[config.mk]
export PLATFORM = sky130hd
export DESIGN_NAME = cpu_mem_port
export DESIGN_NICKNAME = d
export VERILOG_FILES = /design/src/rtl/cpu_mem_port_pkg.sv /design/src/rtl/cpu_mem_port.sv
export SDC_FILE = /design/constraint.sdc
export NUM_CORES = 1
export LEC_CHECK = 0
export CORE_UTILIZATION = 42
export DETAILED_ROUTE_END_ITERATION = 12
export HOLD_SLACK_MARGIN = 0.03
export PLACE_DENSITY = 0.82
export SLEW_MARGIN = 20
export SYNTH_ARGS = -nofsm -noshare
export SYNTH_HDL_FRONTEND = slang
export SYNTH_SLANG_ARGS = --single-unit
export TNS_END_PERCENT = 10
[constraint.sdc]
create_clock -name clk -period 3 [get_ports clk]
set_input_delay 0.6 -clock clk [delete_from_list [all_inputs] [get_ports clk]]
set_output_delay 0.6 -clock clk [all_outputs]
set_load 0.1 [all_outputs]
[src/rtl/cpu_mem_port_pkg.sv]
// Shared LC-3b word/select types plus the memory-port FSM state encoding.
package cpu_mem_port_pkg;

  typedef logic [15:0] lc3b_word;
  typedef logic [1:0]  lc3b_sel;

  typedef enum logic [1:0] {
    MP_IDLE,
    MP_BUSY,
    MP_DONE
  } mem_port_state_t;

  localparam lc3b_sel MEM_BE_WORD = 2'b11;

endpackage

[src/rtl/cpu_mem_port.sv]
// MEM-stage memory port: latches one load/store, runs req/resp with memory, stalls the pipe.
// Optional bus-timeout abort is enabled by defining CPU_MEM_TIMEOUT_EN.
module cpu_mem_port
  import cpu_mem_port_pkg::*;
#(
  parameter int TIMEOUT_CYCLES = 64,
  parameter int CNT_W          = 7
) (
  input  logic     clk,
  input  logic     rst_n,
  input  logic     req_read,
  input  logic     req_write,
  input  lc3b_word addr,
  input  lc3b_word wdata,
  input  lc3b_sel  wrsel,
  output logic     mem_read,
  output logic     mem_write,
  output lc3b_word mem_address,
  output lc3b_word mem_wdata,
  output lc3b_sel  mem_byte_enable,
  input  logic     mem_resp,
  input  lc3b_word mem_rdata,
  output logic     stall,
  output lc3b_word rdata,
  output logic     rdata_valid,
  output logic     bus_err
);

  mem_port_state_t state;

`ifdef CPU_MEM_TIMEOUT_EN
  logic [CNT_W-1:0] cnt;
`else
  logic unused_cfg;
  assign unused_cfg = ^{TIMEOUT_CYCLES, CNT_W};
  assign bus_err    = 1'b0;
`endif

  // Address is word-aligned at capture so the low byte select alone picks the byte.
  always_ff @(posedge clk or negedge rst_n) begin
    if (!rst_n) begin
      state           <= MP_IDLE;
      mem_read        <= 1'b0;
      mem_write       <= 1'b0;
      mem_address     <= '0;
      mem_wdata       <= '0;
      mem_byte_enable <= 2'b00;
      rdata           <= '0;
      rdata_valid     <= 1'b0;
`ifdef CPU_MEM_TIMEOUT_EN
      cnt             <= '0;
      bus_err         <= 1'b0;
`endif
    end else begin
      rdata_valid <= 1'b0;
`ifdef CPU_MEM_TIMEOUT_EN
      bus_err     <= 1'b0;
`endif
      case (state)
        MP_IDLE: begin
          if (req_read || req_write) begin
            mem_address     <= {addr[15:1], 1'b0};
            mem_wdata       <= wdata;
            mem_write       <= req_write;
            mem_read        <= !req_write;
            mem_byte_enable <= req_write ? wrsel : MEM_BE_WORD;
            state           <= MP_BUSY;
`ifdef CPU_MEM_TIMEOUT_EN
            cnt             <= '0;
`endif
          end
        end
        MP_BUSY: begin
          if (mem_resp) begin
            if (mem_read) rdata <= mem_rdata;
            rdata_valid <= mem_read;
            mem_read    <= 1'b0;
            mem_write   <= 1'b0;
            state       <= MP_DONE;
          end
`ifdef CPU_MEM_TIMEOUT_EN
          // The abort lands after exactly TIMEOUT_CYCLES busy cycles.
          else if (cnt == CNT_W'(TIMEOUT_CYCLES - 1)) begin
            mem_read  <= 1'b0;
            mem_write <= 1'b0;
            bus_err   <= 1'b1;
            state     <= MP_DONE;
          end else begin
            cnt <= cnt + 1'b1;
          end
`endif
        end
        MP_DONE: state <= MP_IDLE;
        default: state <= MP_IDLE;
      endcase
    end
  end

  // Stall must rise in the request cycle itself, before the FSM has moved.
  always_comb begin
    stall = 1'b0;
    if (rst_n) begin
      stall = (state == MP_BUSY) || ((state == MP_IDLE) && (req_read || req_write));
    end
  end

endmodule

==> results.sh, run 1 <==
export IMPL_status="completed"
export IMPL_period_needed_ps=2350
export IMPL_fin_util_pct=66.7
export IMPL_crit_arrival_ps=1750
export IMPL_die_x_um=73.2
export IMPL_coreArea_sq_mm=0.00479
export IMPL_fp_row_count=25
export IMPL_setup_viol=0
export IMPL_layout_drive_gt1_share_pct=47.5
export IMPL_endpoint_kind="primary output"
export IMPL_dp_hpwl_mm=3.36
export IMPL_first_pass_iters=4
export IMPL_slew_headroom_pct=55.5
export IMPL_regToRegSetupSlack_ps=1380
export IMPL_num_io_pins=110
export IMPL_cp_cell_sequence="clkdlybuf4s50_1, nor3_1, nor3b_2, buf_12"
export IMPL_synth_edff_count=0
export IMPL_cts_hold_buf=0
export IMPL_cp_data_required_time_ps=2400
export IMPL_worstSetupStartpointType="input port"
export IMPL_cts_buffers=5
export IMPL_finalHoldViolCount=0
export IMPL_max_cap_violations=0
export IMPL_cts_num_sinks=54
export IMPL_initial_utilization_pct=44.4
export IMPL_via_count=1443
export IMPL_dieArea_sq_mm=0.00535
export IMPL_die_h_um=73.2
export IMPL_ant_nets=0
export IMPL_cts_resized=0
export IMPL_gp_congestion=0.703
export IMPL_ys_types=21
export IMPL_root_buffer="clkbuf_8"
export IMPL_port_buffers=106
export IMPL_ys_ff_latch=54
export IMPL_critPathMaxFanout=5
export IMPL_cts_tree="built"
export IMPL_reg2reg_from="state[1]$_DFFE_PN0P_"
export IMPL_cts_buffer_depth=2
export IMPL_drc=0
export IMPL_synth_top_flop_cell="dfrtp_1"
export IMPL_ys_warnings_count=0
export IMPL_clock_skew_ps=2.32
export IMPL_fin_cells=305
export IMPL_antenna_found_initial=0
export IMPL_cts_max_level=2
export IMPL_grt_pass1_vias=1509
export IMPL_antenna_cells=0
export IMPL_drt_iter0_markers=32
export IMPL_dp_cells=298
export IMPL_reg2reg_to="mem_address[15]$_DFFE_PN0P_"
export IMPL_grt_pass1_wl_mm=7.35
export IMPL_fin_nets=293
export IMPL_rsz0062_at_grt="false"
export IMPL_gr_total_overflow=0
export IMPL_min_period_over_period_pct=78.3
export IMPL_ys_seq_area_share_pct=63.5
export IMPL_grt_max_degree=55
export IMPL_post_drt_wl_per_cell_um=14.9
export IMPL_syn_area_per_cell_sq_um=16.5
export IMPL_fillers=352
export IMPL_tightestPinTransition_ps=667
export IMPL_clkTransAtPathRegs_ps=90
export IMPL_max_stage_delay_ps=480
export IMPL_grt_usage_pct=18.8
export IMPL_async_flop_share_pct=100
export IMPL_syn_to_final_growth_pct=50.0
export IMPL_vias_per_cell=4.73
export IMPL_fin_tns_setup_ps=0
export IMPL_reg2reg_depth=4
export IMPL_finalMaxSlewViolations=0
export IMPL_hold_class="input port to async pin"
export IMPL_slowest_stage="clkdlybuf4s50_1"
export IMPL_synth_area_sq_mm=0.00213
export IMPL_totalWireLength_mm=4.55
export IMPL_max_freq_ghz=0.426
export IMPL_crit_type="input port to primary output"
export IMPL_netlist_instances=129
export IMPL_cts_setup_buffers=0
export IMPL_clk_latency_ps=300
==> final cells by class <==
cell class | count | area [sq um] | share of cell area (%)
timing repair buffer | 108 | 963 | 30.2
sequential | 54 | 1350 | 42.4
tap | 67 | 83.8 | 2.63
multi-input combinational | 66 | 702 | 22.0
clock buffer | 5 | 68.8 | 2.16
inverter | 3 | 11.3 | 0.353
clock inverter | 2 | 10.0 | 0.314
==> registers in the layout, summed over array words and instances (netlist names) <==
name             cells
rdata_valid          1
mem_wdata           16
mem_address         15
mem_write            1
mem_read             1
rdata               16
state                2
mem_byte_enable      2
==> synth_stat cells (2+ instances only) <==
cell     instances  area [sq um]
inv_1            3          11.3
dfrtp_1         54          1350
mux2_4          12           180
o22a_1           2          17.5
buf_4            2          15.0
o21ai_0          3          15.0
buf_6            5          56.3
mux2_2          35           394
==> per-stage QoR <==
step / hold WS (ps) / area (sq um) / setup slack [ps]
4_1_cts: 443 / 3190 / 672
6_report: 418 / 3190 / 650
5_1_grt: 485 / 3190 / 578
3_3_place_gp: 489 / 3110 / 712
3_5_place_dp: 497 / 3110 / 678
2_1_floorplan: 304 / 2140 / 538
==> critical path: cells and delay by family <==
family	cells	cell delay [ps]
simple gates	2	480
buf+inv	2	660
==> logic make-up after synthesis <==
kind of cell    count (synthesis)  share of synthesized area (%)
flops                          54                           63.5
mux                            47                           27.0
other cells                     1                          0.176
compound gates                 10                           3.18
simple gates                    7                           2.24
buf+inv                        10                           3.88
==> cells in the final DEF, fill, tap and decap left out, drive strengths merged <==
| cell type | synthesis | layout |
|---|---|---|
| a211oi | 1 | 1 |
| a21oi | 1 | 1 |
| a22oi | 1 | 1 |
| and3b | 1 | 1 |
| buf | 7 | 56 |
| clkbuf | 0 | 5 |
| clkdlybuf4s50 | 0 | 52 |
| clkinv | 0 | 2 |
| conb | 1 | 2 |
| dfrtp | 54 | 54 |
| inv | 3 | 3 |
| mux2 | 47 | 47 |
| nand2 | 2 | 2 |
| nor2 | 1 | 1 |
| nor2b | 1 | 1 |
| nor3 | 1 | 1 |
| nor3b | 1 | 1 |
| o21a | 1 | 1 |
| o21ai | 3 | 3 |
| o22a | 2 | 2 |
| o31ai | 1 | 1 |
==> per-layer routing <==
metal	track usage (%)	wire length, um	vias to the layer above
li1	-	-	663
met1	23.3	1840	716
met2	29.2	2290	60
met3	7.46	349	4
met4	7.84	70	0
met5	0	0	-
==> worst max-delay path by stage <==
stage	cells past startpoint	start	to
2_1_floorplan	2	req_write	stall
3_3_place_gp	4	req_write	stall
3_5_place_dp	4	req_write	stall
4_1_cts	4	req_write	stall
5_1_grt	4	req_write	stall
6_report	4	req_write	stall
Power of run 1 is not shown: default switching activity piles up to over one toggle a cycle in this logic, so the estimate is an artifact.
==> inputs of run 2 (changes only) <==
- CORE_UTILIZATION: 42 -> 35
- PLACE_DENSITY: 0.82 -> 0.73
- clock period: 3 -> 2.1 ns (I/O delays scaled with it)
==> results.sh, run 2 (synthesis results as in run 1) <==
export IMPL_grt_usage_pct=14.7
export IMPL_met1_length_mm=2.03
export IMPL_grt_max_degree=55
export IMPL_fp_row_count=28
export IMPL_reg2reg_depth=4
export IMPL_clk_latency_ps=310
export IMPL_initial_utilization_pct=36.1
export IMPL_reg2reg_to="mem_address[11]$_DFFE_PN0P_"
export IMPL_post_drt_wl_per_cell_um=14.9
export IMPL_cts_setup_buffers=0
export IMPL_syn_to_final_growth_pct=52.9
export IMPL_layout_drive_gt1_share_pct=47.9
export IMPL_regToRegSetupSlack_ps=560
export IMPL_drc=0
export IMPL_max_cap_violations=0
export IMPL_setup_viol=0
export IMPL_worst_slack_ps=169
export IMPL_tightestPinTransition_ps=663
export IMPL_top_layer_used="met4"
export IMPL_clkTransAtPathRegs_ps=100
export IMPL_grt_pass1_wl_mm=6.85
export IMPL_period_needed_ps=1930
export IMPL_dp_hpwl_mm=3.43
export IMPL_place_ws_ps=175
export IMPL_hold_class="input port to async pin"
export IMPL_fin_tns_setup_ps=0
export IMPL_finalHoldViolCount=0
export IMPL_cts_tree="built"
export IMPL_timing_hold_ws_ps=251
export IMPL_port_buffers=106
export IMPL_wl_met2_mm=2.10
export IMPL_fin_nets=294
export IMPL_gr_total_overflow=0
export IMPL_totalWireLength_mm=4.68
export IMPL_first_pass_iters=2
export IMPL_gp_congestion=0.714
export IMPL_antenna_found_initial=0
export IMPL_root_buffer="clkbuf_8"
export IMPL_crit_type="input port to primary output"
export IMPL_dieArea_sq_mm=0.00639
export IMPL_cts_buffers=5
export IMPL_cts_resized=0
export IMPL_min_period_over_period_pct=91.9
export IMPL_die_x_um=80.0
export IMPL_final_cell_mix="54 x dfrtp_1, 54 x buf_4, 52 x clkdlybuf4s50_1, 35 x mux2_2, 12 x mux2_4"
export IMPL_endpoint="stall"
export IMPL_ant_nets=0
export IMPL_antenna_cells=0
export IMPL_fin_util_pct=55.3
export IMPL_status="completed"
export IMPL_endpoint_kind="primary output"
export IMPL_cts_buffer_depth=2
export IMPL_vias_per_cell=4.54
export IMPL_max_freq_ghz=0.518
export IMPL_cp_data_required_time_ps=1680
export IMPL_reg_largest_list="mem_wdata x16, rdata x16, mem_address x15"
export IMPL_cts_hold_buf=0
export IMPL_die_h_um=80.0
export IMPL_cts_num_sinks=54
export IMPL_finalMaxSlewViolations=0
export IMPL_clock_skew_ps=8.63
export IMPL_cts_max_level=2
export IMPL_num_io_pins=110
export IMPL_critPathMaxFanout=3
export IMPL_route_met3_wl_um=484
export IMPL_crit_arrival_ps=1510
export IMPL_worstSetupStartpointType="input port"
export IMPL_coreArea_sq_mm=0.00589
export IMPL_rsz0062_at_grt="false"
export IMPL_reg2reg_from="state[1]$_DFFE_PN0P_"
export IMPL_crit_start="req_write"
export IMPL_slew_headroom_pct=55.8
export IMPL_grt_pass1_vias=1411
export IMPL_fillers=494
export IMPL_drt_iter0_markers=47
export IMPL_via_count=1430
==> run 2: cell types whose count changed in the layout (fill, tap and decap cells not counted), sizes merged <==
cell / before / now
clkinv: 2 / 1
bufinv: 0 / 1
buf: 56 / 57
inv: 3 / 4
==> run 2: worst min path at each step <==
| stage | from | to | cells after the start |
|---|---|---|---|
| final | rst_n | state[1]$_DFFE_PN0P_ | 2 |
| after global routing | rst_n | state[1]$_DFFE_PN0P_ | 2 |
| after CTS | rst_n | rdata[14]$_DFFE_PN0P_ | 2 |
| after detailed placement | mem_address[10]$_DFFE_PN0P_ | mem_address[10]$_DFFE_PN0P_ | 1 |
| after global placement | mem_wdata[5]$_DFFE_PN0P_ | mem_wdata[5]$_DFFE_PN0P_ | 1 |
| after floorplan | rst_n | mem_address[10]$_DFFE_PN0P_ | 0 |
==> run 2: cell type report <==
class                      count  area, sq um  share of cell area (%)
inverter                       3         11.3                   0.346
clock buffer                   5         68.8                    2.12
multi-input combinational     66          708                    21.8
sequential                    54         1350                    41.6
clock inverter                 3         47.5                    1.46
tap                           75         93.8                    2.89
timing repair buffer         109          971                    29.9
==> run 2: metal layers <==
layer  vias to the layer above  GRT usage [%]
li1                        666              -
met1                       686           17.2
met2                        73           24.0
met3                         5           5.71
met4                         0           5.89
met5                         -              0
==> run 2: worst max-delay path: stages <==
cell and delay (ps):
clkdlybuf4s50_1 440, nor3_1 380, nor3b_4 90, buf_12 180
==> run 2: through the flow <==
| step | area, sq um | instances |
|---|---|---|
| floorplan | 2140 | 130 |
| global placement | 3140 | 307 |
| detailed placement | 3140 | 307 |
| CTS | 3250 | 315 |
| global route | 3250 | 315 |
| finish | 3250 | 315 |
Power of run 2 is left out for the same reason.
==> RTL edit 1 (flow settings as in run 2) <==
The option `CPU_MEM_TIMEOUT_EN` is turned on by a define.
--- a/src/rtl/cpu_mem_port.sv
+++ b/src/rtl/cpu_mem_port.sv
@@ -1,5 +1,7 @@
 // MEM-stage memory port: latches one load/store, runs req/resp with memory, stalls the pipe.
 // Optional bus-timeout abort is enabled by defining CPU_MEM_TIMEOUT_EN.
+`define CPU_MEM_TIMEOUT_EN
+
 module cpu_mem_port
   import cpu_mem_port_pkg::*;
 #(
Formal check against the unedited RTL: same outputs for any inputs over 10 cycles, from zero or initial values and one cycle with rst_n low; that may be too few to reach the edited logic, so the function may still have changed.
==> RTL edit 1 against run 2 <==
Design area rose by 18%; die area rose by 20%; sequential cell count rose by 8; routed wire length rose by 29%; synthesized area rose by 20%; clock skew fell by 0.90 ps; setup slack got worse by 47 ps; highest routed layer unchanged.
Power is left out: the tool's default activity adds up to more than one toggle a clock period on the data nets, which glitch-free logic cannot reach.
==> RTL edit 1: results (changes against run 2) <==
r2r_cells: 5  # was 4
slew_headroom_pct: 40.7  # was 55.8%
clockBufferDepth: 2  # unchanged
wl_met2_um: 2850  # was 2100 um
r2r_start: "cnt[0]$_DFFE_PN0P_"  # was state[1]$_DFFE_PN0P_
clk_pin_slew_ps: 70  # was 100 ps
grt_pass1_wl_um: 9800  # was 6850 um
path_max_fanout: 6  # was 3
use_met1_pct: 21.6  # was 17.2%
met2_usage_pct: 26.3  # was 24.0%
regToRegSetupSlack_ps: 410  # was 560 ps
syn_inst: 246  # was 129
r2r_end: "cnt[2]$_DFFE_PN0P_"  # was mem_address[11]$_DFFE_PN0P_
grt_max_degree: 63  # was 55
outcome: "finished clean"  # unchanged
synth.area.top_cells: "dfrtp_1, nand2_1, mux2_4, mux2_2, a21oi_1"  # was dfrtp_1, mux2_2, mux2_4, buf_6, o22a_1
h-tree-depth: 3  # was 2
fillers: 654  # was 494
skew_ps: 7.73  # was 8.63 ps
drtIter0Drc: 84  # was 47
finalNetCount: 416  # was 294
grt_use_total_pct: 16.7  # was 14.7%
critical_path_arrival_ps: 1560  # was 1510 ps
hold_slack_ps: 271  # was 251 ps
cts_buffers: 9  # was 5
hpwlAfterDp_um: 4250  # was 3430 um
met3WireLength_um: 483  # was 484 um
met3_usage_pct: 5.56  # was 5.71%
period_needed_ps: 1980  # was 1930 ps
synth_seq_area_share_pct: 60.5  # was 63.5%
route.final.wire_length_um: 6030  # was 4680 um
vias_per_cell: 4.54  # about the same
grt_pass1_vias: 2038  # was 1411
portBuffers: 107  # was 106
m1WireLength_um: 2620  # was 2030 um
ys_types: 34  # was 21
drive_above_1_share_pct: 26.3  # was 47.9%
synth_common_cells: "nand2_1, dfrtp_1, mux2_4"  # was dfrtp_1, mux2_2, mux2_4
gp_congestion: 0.836  # was 0.714
RTL edit 1: cell count changes after synthesis, sizes merged, moves of 6 or more:
cell / delta
clkbuf: +7
a21oi: +6
dfrtp: +8
mux2: -31
nand2: +101
nand3: +8
RTL edit 1: cell families (layout without fill, tap and decap cells):
group	Yosys count	count (layout)	share of synthesized area [%]
buffers and inverters	13	132	2.54
adder cells (fa/ha/maj)	1	1	0.488
multiplexers	17	17	8.74
AND/OR/NAND/NOR	128	128	21.4
other	1	1	0.146
AO/OA/AOI/OAI	24	24	6.15
flip-flops	62	62	60.5
RTL edit 1: final cells by class:
type,count,area (um^2),share of cell area (%)
flip-flops and latches,62,1550,40.4
repair buffers,114,996,25.9
multi-input cells,171,953,24.8
clock buffers,12,145,3.78
well taps,96,120,3.12
clock inverters,4,70.1,1.82
inverters,2,7.51,0.195
RTL edit 1: worst reg2reg max path, cell delays in order (launching register included):
cell and delay [ps]:
dfrtp_1 440, ha_1 240, nand3_1 210, nor3_4 400, nor2_1 90, o31ai_1 220
==> RTL edit 2 (settings of run 2) <==
Without the edit above. The 3 states of `mem_port_state_t` get a one-hot encoding in 3 bits.
--- a/src/rtl/cpu_mem_port_pkg.sv
+++ b/src/rtl/cpu_mem_port_pkg.sv
@@ -4,10 +4,10 @@
   typedef logic [15:0] lc3b_word;
   typedef logic [1:0]  lc3b_sel;
 
-  typedef enum logic [1:0] {
-    MP_IDLE,
-    MP_BUSY,
-    MP_DONE
+  typedef enum logic [2:0] {
+    MP_IDLE = 3'b001,
+    MP_BUSY = 3'b010,
+    MP_DONE = 3'b100
   } mem_port_state_t;
 
   localparam lc3b_sel MEM_BE_WORD = 2'b11;
Formal check against the unedited RTL: same outputs for any inputs over 10 cycles, from zero or initial values and one cycle with rst_n low; not proved beyond that.
==> RTL edit 2 against run 2 <==
Setup slack worse by 58 ps; synthesized area grew 6.1%; global-route usage shrank 0.51 points; cell count up 0.63%; sequential cell count increased by 1; design area rose by 3.5%; largest cell class unchanged; register-to-register slack lost 270 ps; routed wire length grew 2.7%; core utilization rose by 0.28 points; highest routed layer unchanged.
Power is not shown: default switching activity piles up to over one toggle a cycle in this logic, so the estimate is an artifact.
==> RTL edit 2: results (changes against run 2) <==
portBuffers: 106  # unchanged
wire_per_inst_um: 15.2  # was 14.9 um
grt_max_degree: 56  # was 55
cts_setup_buffers: 0  # unchanged
drtIter0Drc: 35  # was 47
vias_per_cell: 4.49  # was 4.54
regToRegSetupSlack_ps: 290  # was 560 ps
clockBufferDepth: 2  # unchanged
cts_buffers: 5  # unchanged
hold_class: "in2async"  # unchanged
drive_above_1_share_pct: 47.5  # was 47.9%
r2r_start: "state[0]$_DFFE_PN1P_"  # was state[1]$_DFFE_PN0P_
cts_root_buffer: "clkbuf_8"  # unchanged
synth_seq_area_share_pct: 61.0  # was 63.5%
fillers: 516  # was 494
drt_pre_antenna_iters: 4  # was 2
synth.area.top_cells: "dfrtp_1, mux2_4, mux2_2, mux2_1, buf_12"  # was dfrtp_1, mux2_2, mux2_4, buf_6, o22a_1
antenna_found_initial: 0  # unchanged
clock_latency_ps: 300
outcome: "finished clean"  # unchanged
synth_common_cells: "dfrtp_1, mux2_4, mux2_2"  # was dfrtp_1, mux2_2, mux2_4
ys_types: 25  # was 21
clk_pin_slew_ps: 90
reg_top3: "mem_wdata x16, rdata x16, mem_address x15"  # unchanged
h-tree-depth: 2  # unchanged
critical_path.startpoint_type: "register"  # was input port
grt_pass1_wl_um: 7020  # was 6850 um
path_max_fanout: 4  # was 3
grt_pass1_vias: 1378  # was 1411
finalNetCount: 296  # was 294
tightest_slew_ps: 685  # was 663 ps
ys_dominant_reg_cell: "dfrtp_1"  # unchanged
synthArstFlopShare_pct: 100  # unchanged
critical_path_arrival_ps: 1570  # was 1510 ps
ys.warnings.count: 0  # unchanged
post_cts_resized: 0  # unchanged
diodes: 0  # unchanged
r2r_end: "mem_wdata[0]$_DFFE_PN0P_"  # was mem_address[11]$_DFFE_PN0P_
hpwlAfterDp_um: 3550  # was 3430 um
r2r_cells: 5  # was 4
gp_congestion: 0.741  # was 0.714
skew_ps: 3.68  # was 8.63 ps
grt_use_total_pct: 14.2  # was 14.7%
-- RTL edit 2: critical path, stage by stage, from the launching register on --
cell and delay [ps]:
dfstp_2 570, nor3b_4 220, o21a_2 170, o21a_2 140
buf_12 170
-- RTL edit 2: per-stage QoR --
| step | utilization, % | worst slack, ps | hold WS, ps | instances | instance area, um^2 |
|---|---|---|---|---|---|
| after global placement | 53.4 | 187 | 474 | 308 | 3240 |
| after detailed placement | 53.4 | 176 | 484 | 308 | 3240 |
| after floorplan | - | 72.2 | 124 | 131 | 2260 |
| final | 55.5 | 111 | 268 | 317 | 3370 |
| after CTS | 55.3 | 45.9 | 291 | 316 | 3350 |
| after global routing | 55.5 | 33.5 | 309 | 317 | 3370 |
-- RTL edit 2: metal layers --
metal | GRT usage [%] | vias up | routed length [um]
li1 | - | 671 | -
met4 | 5.26 | 0 | 51
met1 | 18.4 | 684 | 2110
met5 | 0 | - | 0
met2 | 22.5 | 63 | 2130
met3 | 3.96 | 5 | 510
-- RTL edit 2: cell type report --
| type | instances | area share (%) |
|---|---|---|
| clock inverters | 3 | 1.41 |
| well taps | 75 | 2.79 |
| inverters | 4 | 0.446 |
| repair buffers | 110 | 29.1 |
| clock buffers | 5 | 2.04 |
| multi-input cells | 65 | 23.3 |
| flip-flops and latches | 55 | 40.9 |
-- RTL edit 2: cells by family after synthesis --
group,after synthesis,synth area share [%]
flip-flops,55,61.0
buffers and inverters,11,4.77
other,1,0.166
AO/OA/AOI/OAI,9,3.05
multiplexers,47,28.3
AND/OR/NAND/NOR,7,2.72
-- RTL edit 2: worst max-delay path by stage --
stage	endpoint	slack, ps	cells after the start
3_3_place_gp	stall	190	4
3_5_place_dp	stall	180	4
5_1_grt	stall	30	4
6_report	stall	110	4
2_1_floorplan	stall	70	5
4_1_cts	stall	50	4
